`config.mk`:
```
export PLATFORM = sky130hd
export DESIGN_NAME = mux2_rr_arbiter_flat
export DESIGN_NICKNAME = d
export VERILOG_FILES = /design/src/rtl/mux2_rr_arbiter_if.sv /design/src/rtl/mux2_rr_arbiter.sv /design/src/flat_wrapper.sv
export SDC_FILE = /design/constraint.sdc
export NUM_CORES = 1
export LEC_CHECK = 0
export ABC_AREA = 1
export BUFFER_PORTS_ARGS = -buffer_cell sky130_fd_sc_hd__buf_2
export CORE_MARGIN = 2
export CORE_UTILIZATION = 35
export DETAILED_ROUTE_END_ITERATION = 16
export GPL_TIMING_DRIVEN = 0
export PLACE_DENSITY_LB_ADDON = 0.1
export RECOVER_POWER = 25
export REMOVE_ABC_BUFFERS = 1
export SLEW_MARGIN = 40
export SYNTH_ARGS = -nofsm -noshare
export SYNTH_HDL_FRONTEND = slang
export SYNTH_SLANG_ARGS = --single-unit
export TNS_END_PERCENT = 100
```
`constraint.sdc`:
```
create_clock -name clk -period 5.25 [get_ports clk]
set_clock_uncertainty 0.05 [all_clocks]
set_input_delay 0.7875 -clock clk [delete_from_list [all_inputs] [get_ports clk]]
set_output_delay 0.7875 -clock clk [all_outputs]
set_load 0.01 [all_outputs]
```
`src/rtl/mux2_rr_arbiter_if.sv`:
```
// Request/data/grant bundle between two requesters and the shared 2:1 mux arbiter.
interface mux2_rr_arbiter_if #(
  parameter int WIDTH = 8
);
  logic             req0;
  logic             req1;
  logic [WIDTH-1:0] d0;
  logic [WIDTH-1:0] d1;
  logic             gnt0;
  logic             gnt1;
  logic             sel;
  logic [WIDTH-1:0] q;
  logic             q_valid;

  modport master (
    output req0, req1, d0, d1,
    input  gnt0, gnt1, sel, q, q_valid
  );

  modport slave (
    input  req0, req1, d0, d1,
    output gnt0, gnt1, sel, q, q_valid
  );
endinterface

```
`src/rtl/mux2_rr_arbiter.sv`:
```
// Round-robin arbiter for a shared 2:1 mux: grants one requester at a time,
// forces a handoff after MAX_HOLD cycles when the other side waits, registers the selected data.
module mux2_rr_arbiter #(
  parameter int WIDTH    = 8,
  parameter int MAX_HOLD = 4
) (
  input  logic             clk,
  input  logic             rst,
  mux2_rr_arbiter_if.slave bus
);

  localparam int CW = $clog2(MAX_HOLD) + 1;
  localparam logic [CW-1:0] HOLD_LAST = CW'(MAX_HOLD - 1);

  typedef enum logic [1:0] {
    IDLE,
    GRANT0,
    GRANT1
  } state_e;

  state_e           state_q, state_d;
  logic [CW-1:0]    hold_q, hold_d;
  logic             last_q, last_d;
  logic             sel_q, sel_d;
  logic [WIDTH-1:0] q_q, q_d;
  logic             q_valid_q, q_valid_d;

  always_ff @(posedge clk) begin
    if (rst) begin
      state_q   <= IDLE;
      hold_q    <= '0;
      last_q    <= 1'b1;
      sel_q     <= 1'b0;
      q_q       <= '0;
      q_valid_q <= 1'b0;
    end else begin
      state_q   <= state_d;
      hold_q    <= hold_d;
      last_q    <= last_d;
      sel_q     <= sel_d;
      q_q       <= q_d;
      q_valid_q <= q_valid_d;
    end
  end

  always_comb begin
    state_d   = state_q;
    hold_d    = hold_q;
    last_d    = last_q;
    sel_d     = sel_q;
    q_d       = q_q;
    q_valid_d = 1'b0;

    case (state_q)
      IDLE: begin
        if (bus.req0 && bus.req1) state_d = last_q ? GRANT0 : GRANT1;
        else if (bus.req0)        state_d = GRANT0;
        else if (bus.req1)        state_d = GRANT1;
      end
      GRANT0: begin
        if (!bus.req0)                        state_d = bus.req1 ? GRANT1 : IDLE;
        else if (bus.req1 && hold_q == HOLD_LAST) state_d = GRANT1;
      end
      GRANT1: begin
        if (!bus.req1)                        state_d = bus.req0 ? GRANT0 : IDLE;
        else if (bus.req0 && hold_q == HOLD_LAST) state_d = GRANT0;
      end
      default: state_d = IDLE;
    endcase

    // A change into a grant state restarts the hold window; staying saturates it.
    if (state_d != IDLE && state_d != state_q) begin
      hold_d = '0;
      last_d = (state_d == GRANT1);
    end else if (state_d != IDLE && hold_q != HOLD_LAST) begin
      hold_d = hold_q + CW'(1);
    end

    case (state_d)
      GRANT0:  sel_d = 1'b0;
      GRANT1:  sel_d = 1'b1;
      default: sel_d = sel_q;
    endcase

    if (state_q != IDLE) begin
      q_d       = sel_q ? bus.d1 : bus.d0;
      q_valid_d = 1'b1;
    end
  end

  always_comb begin
    bus.gnt0    = (state_q == GRANT0);
    bus.gnt1    = (state_q == GRANT1);
    bus.sel     = sel_q;
    bus.q       = q_q;
    bus.q_valid = q_valid_q;
  end

endmodule

```
`src/flat_wrapper.sv`:
```
// flat-port wrapper written by rule: the top's interface ports become plain ports
module mux2_rr_arbiter_flat 
#(
  parameter int WIDTH    = 8,
  parameter int MAX_HOLD = 4
)
  (clk, rst, bus_req0, bus_req1, bus_d0, bus_d1, bus_gnt0, bus_gnt1, bus_sel, bus_q, bus_q_valid);
  mux2_rr_arbiter_if #(.WIDTH(WIDTH)) bus_i ();
  input  logic clk;
  input  logic rst;
  input wire logic [$bits(bus_i.req0)-1:0] bus_req0;
  input wire logic [$bits(bus_i.req1)-1:0] bus_req1;
  input wire logic [$bits(bus_i.d0)-1:0] bus_d0;
  input wire logic [$bits(bus_i.d1)-1:0] bus_d1;
  output wire logic [$bits(bus_i.gnt0)-1:0] bus_gnt0;
  output wire logic [$bits(bus_i.gnt1)-1:0] bus_gnt1;
  output wire logic [$bits(bus_i.sel)-1:0] bus_sel;
  output wire logic [$bits(bus_i.q)-1:0] bus_q;
  output wire logic [$bits(bus_i.q_valid)-1:0] bus_q_valid;
  assign bus_i.req0 = bus_req0;
  assign bus_i.req1 = bus_req1;
  assign bus_i.d0 = bus_d0;
  assign bus_i.d1 = bus_d1;
  assign bus_gnt0 = bus_i.gnt0;
  assign bus_gnt1 = bus_i.gnt1;
  assign bus_sel = bus_i.sel;
  assign bus_q = bus_i.q;
  assign bus_q_valid = bus_i.q_valid;
  mux2_rr_arbiter #(.WIDTH(WIDTH), .MAX_HOLD(MAX_HOLD)) u_core (.clk(clk), .rst(rst), .bus(bus_i));
endmodule
```
; After elaboration in Yosys (flattened, before gate mapping)
; Index checks and enable logic that the tools add are counted.
[op_classes]
addsub = 1
multipliers = 0
div = 0
magnitude_cmp = 0
n_eq_ne = 7
shift = 0
n_mux = 14
bitwise_logic = 0
reduce_logical = 10
[op_table]
columns = op, count
row1 = $mux 2, 9
row2 = $mux 8, 1
row3 = $pmux 2 s3, 1
row4 = $reduce_bool 2->1, 3
row5 = $logic_and 1x1->1, 5
row6 = $eq 2x1->1 const B, 2
row7 = $eq 2x2->1 const B, 2
row8 = $add 3x1->3 const B, 1
row9 = $eq 3x2->1 const B, 1
row10 = $ne 3x2->1 const B, 1
row11 = $logic_not 2->1, 1
row12 = $mux 1, 2
row13 = $ne 2x2->1, 1
row14 = $pmux 1 s2, 1
row15 = $reduce_or 2->1, 1
[word_totals]
register_bits = 16
latchBits = 0
mem_bits_rw = 0
romBits = 0
inputBits = 20
wordCells = 38
mem_count = 0

; Longest topological paths before layout
[depth]
word_depth = 8
ltp_mapped = 13
depth_no_buf = 13

; Least setup slack after synthesis
; No wires, ideal clock.
[synth_timing]
kind = input -> register
start = in bus_req0
end = reg u_core.hold_q[2]
t_arrival_ps = 1973
required_ps = 5136
path_slack_ps = 3164
stages = 10
n_path_buf = 0
path_cell_list = nand2_1 > nand3_1 > inv_1 > nand2_1 > nand3_1 > inv_1 > ha_1 > nor2_1 > mux2_2 > nor2_1
[synth_via]
elab_chain_cells = 7
[synth_rtl]
columns = item, line_no
row1 = "start, declared", flat_wrapper.sv:11  ; input wire logic [$bits(bus_i.req0)-1:0] bus_req0;
row2 = $logic_and 1x1->1, mux2_rr_arbiter.sv:66  ; else if (bus.req0 && hold_q == HOLD_LAST) state_d = GRANT0;
row3 = $mux 2, mux2_rr_arbiter.sv:66
row4 = $mux 2, mux2_rr_arbiter.sv:65  ; if (!bus.req1) state_d = bus.req0 ? GRANT0 : IDLE;
row5 = $pmux 2 s3 (*), mux2_rr_arbiter.sv:54  ; case (state_q)
row6 = via u_core.state_d[1], mux2_rr_arbiter.sv:21  ; state_e state_q, state_d;
row7 = $ne 2x2->1 or $reduce_bool 2->1 (tied branches), "mux2_rr_arbiter.sv:72, mux2_rr_arbiter.sv:75"
row8 = $logic_and 1x1->1, mux2_rr_arbiter.sv:72  ; if (state_d != IDLE && state_d != state_q) begin
row9 = $reduce_or 2->1 (no line), -
row10 = "end signal, assigned", mux2_rr_arbiter.sv:38  ; hold_q <= hold_d;
row11 = "end, declared", mux2_rr_arbiter.sv:22  ; logic [CW-1:0] hold_q, hold_d;
; Mark *: on every way through the listed nets, which the timed path passes. The rest lies on a longest branch.
; A chain may end at the register's enable or synchronous reset.

; Worst setup path in the final report
[layout_timing]
start = reg u_core.hold_q[0]
end = reg u_core.hold_q[2]
[layout_via]
elab_chain_cells = 8
[layout_rtl]
columns = item, line_no
row1 = $eq 3x2->1 (*), "mux2_rr_arbiter.sv:62, mux2_rr_arbiter.sv:66"
row2 = "$logic_and 1x1->1, on equally long branches", "mux2_rr_arbiter.sv:66, mux2_rr_arbiter.sv:62"
row3 = "$mux 2, on equally long branches", "mux2_rr_arbiter.sv:66, mux2_rr_arbiter.sv:62"
row4 = "$mux 2, on equally long branches", "mux2_rr_arbiter.sv:65, mux2_rr_arbiter.sv:61"
row5 = $pmux 2 s3 (*), mux2_rr_arbiter.sv:54
row6 = via u_core.state_d[1], mux2_rr_arbiter.sv:21
row7 = $ne 2x2->1 or $reduce_bool 2->1 (tied branches), "mux2_rr_arbiter.sv:72, mux2_rr_arbiter.sv:75"
row8 = $logic_and 1x1->1, mux2_rr_arbiter.sv:72
row9 = $reduce_or 2->1 (no line), -
; Marked as above.

==> results_dict.tcl <==
set metrics [dict create \
    endpoint "u_core.hold_q[2]" \
    startpoint "u_core.hold_q[0]" \
    fin_area_mm2 0.001022 \
    fill_cells 262 \
    setup_viol 0 \
    cts_max_path_buffers 2 \
    rsz0062_at_grt "false" \
    r2r_end "u_core.hold_q[2]" \
    hpwlAfterDp_mm 1.280 \
    drtAntennaViolNets 0 \
    setup_slack_ns 3.052 \
    slew_viol_final 0 \
    area_delta_synth_final_pct 25.11 \
    hp-class "reg2reg" \
    root_buffer "clkbuf_4" \
    status "finished, final reports clean" \
    synth_top_area_cell "dfxtp_1" \
    seqPwrFrac_pct 43.1 \
    fin_setup_tns_ns 0 \
    start_util_pct 36.93 \
    async_flop_share_pct 0 \
    cp_slowest_cell "mux2_2" \
    die_area_mm2 0.002737 \
    max_freq_ghz 0.4549 \
    seq_area_frac_synth_pct 39.20 \
    synth_edf_count 0 \
    crit_type "reg2reg" \
    combPwrFrac_pct 35.6 \
    die_y_um 52.32 \
    cts_resized 0 \
    drive_above_1_share_pct 29.17 \
    fin_cells 172 \
    yosysWarnings 0 \
    cts.sinks 16 \
    synth.avg_cell_area_um2 7.295 \
    worst_path_most_repeated_cell "ha_1" \
    gp_congestion 0.7480 \
    post-route-period-util_pct 41.87 \
    dr_total_vias 795 \
    p_switching_mw 0.1335 \
    reg2reg_slack_ns 3.05 \
    cts_made_buffers 3 \
    h-tree-depth 1 \
    cap_violations 0 \
    grt_pass1_vias 646 \
    diodes 0 \
    p_sw_share_pct 35.33 \
    power_frac_clock_pct 21.3 \
    ys_seq_elements 16 \
    leakage_nw 0.5374 \
    worstPathMaxFanout 3 \
    firstDrtPassIters 4 \
    post-route-util_pct 46.21 \
    io_pins 32 \
    cp.arrival_ns 2.38 \
    cp-end-kind "register" \
    row_count 17 \
    netlist.area_leader.share_pct 39.20 \
    antenna_found_initial 0 \
    placed_cell_area_um2 989.7 \
    netlist_instances 112 \
    track_usage_pct 13.24 \
    numPortBuffers 31 \
    path_clk_slew_ns 0.09 \
    synth.most_common_cell "nand2_1" \
    p_per_area_mw_per_mm2 369.6 \
    synthTopCellsByArea "dfxtp_1 39%, nand2_1 11%, nand3_1 7.4%" \
    grt_max_degree 13 \
    core-area_mm2 0.002212 \
    drt_iter0_markers 15 \
    max_slew_margin_pct 72.21 \
    overflow 0 \
    hold_viol_final 0 \
    insertion_delay_ns 0.28 \
    pre_cts_ws_ns 2.839 \
    post-cts-setup-buffers 0 \
    drc_errors 0 \
    grt_pass1_wl_mm 2.635 \
    critPathRequiredTime_ns 5.43 \
    cts_tree "built" \
    startpoint_type "register" \
    r2r-start "u_core.hold_q[0]" \
    cts_hold_buf 0 \
    fp.dieW_um 52.32 \
    synthTopCellsByCount "23 x nand2_1, 16 x dfxtp_1, 14 x inv_1, 12 x nand3_1, 10 x nor2_1" \
    via_per_inst 4.622 \
    tightest_slew_ns 0.4162 \
    wl_per_cell_um 9.448 \
    period_minus_slack_ns 2.198 \
    placed_cells 168 \
    synth-main-ff-cell "dfxtp_1" \
    ys_types 20 \
    routed_wl_mm 1.625 \
    worst-r2r-cell-count 12 \
    max_stage_delay_ns 0.37 \
    intPower_mw 0.2443 \
    fin_nets 169 \
    syn-cell-area_um2 817.0 \
    crit_chain "ha_1, ha_1, nand2_1, nand3_1, inv_1, nand2_1, nand3_1, inv_1, ha_1, nor2_1, mux2_2, nor2_1" \
    vdd_ir_drop_max_uv 217.9 \
]
==> metrics by stage <==
| step | power [mW] | hold slack, ns |
|---|---|---|
| 6_report | 0.3778 | 0.4123 |
| 5_1_grt | 0.4146 | 0.4556 |
| 4_1_cts | 0.3858 | 0.4202 |
| 3_5_place_dp | 0.3037 | 0.3943 |
| 3_3_place_gp | 0.3011 | 0.3946 |
| 2_1_floorplan | 0.2599 | 0.3789 |
==> worst max-delay path: cells and delay by family, from the launching register on <==
kind,cells,cell delay [ns]
adders and majority gates,3,0.61
buffers and inverters,2,0.13
and+or+nand+nor,6,0.66
muxes,1,0.37
DFF,1,0.33
==> area by class of cell <==
class / count / area (µm²) / area share [%]
multi-input cells: 77 / 416.7 / 40.76
flip-flops and latches: 16 / 320.3 / 31.33
repair buffers: 31 / 153.9 / 15.06
inverters: 16 / 60.06 / 5.875
clock buffers: 4 / 36.28 / 3.550
well taps: 28 / 35.03 / 3.427
==> per-layer routing <==
layer	routed length, µm	track usage (%)
met1	774	16.81
met2	756	20.63
met3	84	3.429
met4	10	6.410
met5	0	0
==> placed cells by master (no fill, tap or decap) <==
cell / n
o21ai_1: 1
xnor2_1: 1
mux2_2: 1
a31oi_1: 6
dfxtp_1: 16
buf_2: 30
nand2_1: 23
mux2i_1: 3
clkbuf_4: 3
nand3_1: 12
nand3_2: 1
inv_2: 2
ha_1: 4
nor2_1: 11
nand4_1: 1
clkbuf_1: 1
nand2_2: 3
a21oi_1: 1
clkbuf_8: 1
o21ai_0: 8
inv_1: 14
nor2_2: 1
==> worst min path at each step <==
stage                     slack [ns]          start  cells after the start             to
after floorplan                 0.38  u_core.last_q                      2  u_core.last_q
after global placement          0.39  u_core.last_q                      2  u_core.last_q
after detailed placement        0.39  u_core.last_q                      2  u_core.last_q
after CTS                       0.42  u_core.last_q                      2  u_core.last_q
after global routing            0.46  u_core.last_q                      2  u_core.last_q
final                           0.41  u_core.last_q                      2  u_core.last_q
==> registers in the layout, summed over array words and instances (netlist names) <==
name	cells
u_core.bus.q	8
u_core.bus.q_valid	1
u_core.bus.sel	1
u_core.hold_q	3
u_core.last_q	1
u_core.state_q	2
==> cells by family after synthesis <==
logic type               Yosys count  synth area share (%)
multiplexers                       4                 5.054
adder cells (fa/ha/maj)            4                 6.126
AO/OA/AOI/OAI                     16                 10.72
flip-flops                        16                 39.20
AND/OR/NAND/NOR                   52                 28.33
buffers and inverters             19                 9.495
XOR/XNOR                           1                 1.072
==> power by group through the flow <==
stage	registers [mW]	logic (mW)	clock network, mW
floorplan	0.171	0.0892	0
global placement	0.166	0.136	0
detailed placement	0.166	0.137	0
CTS	0.164	0.138	0.0841
global route	0.167	0.157	0.0905
finish	0.163	0.134	0.0805
Note: power is estimated with default switching activity, not from simulation.
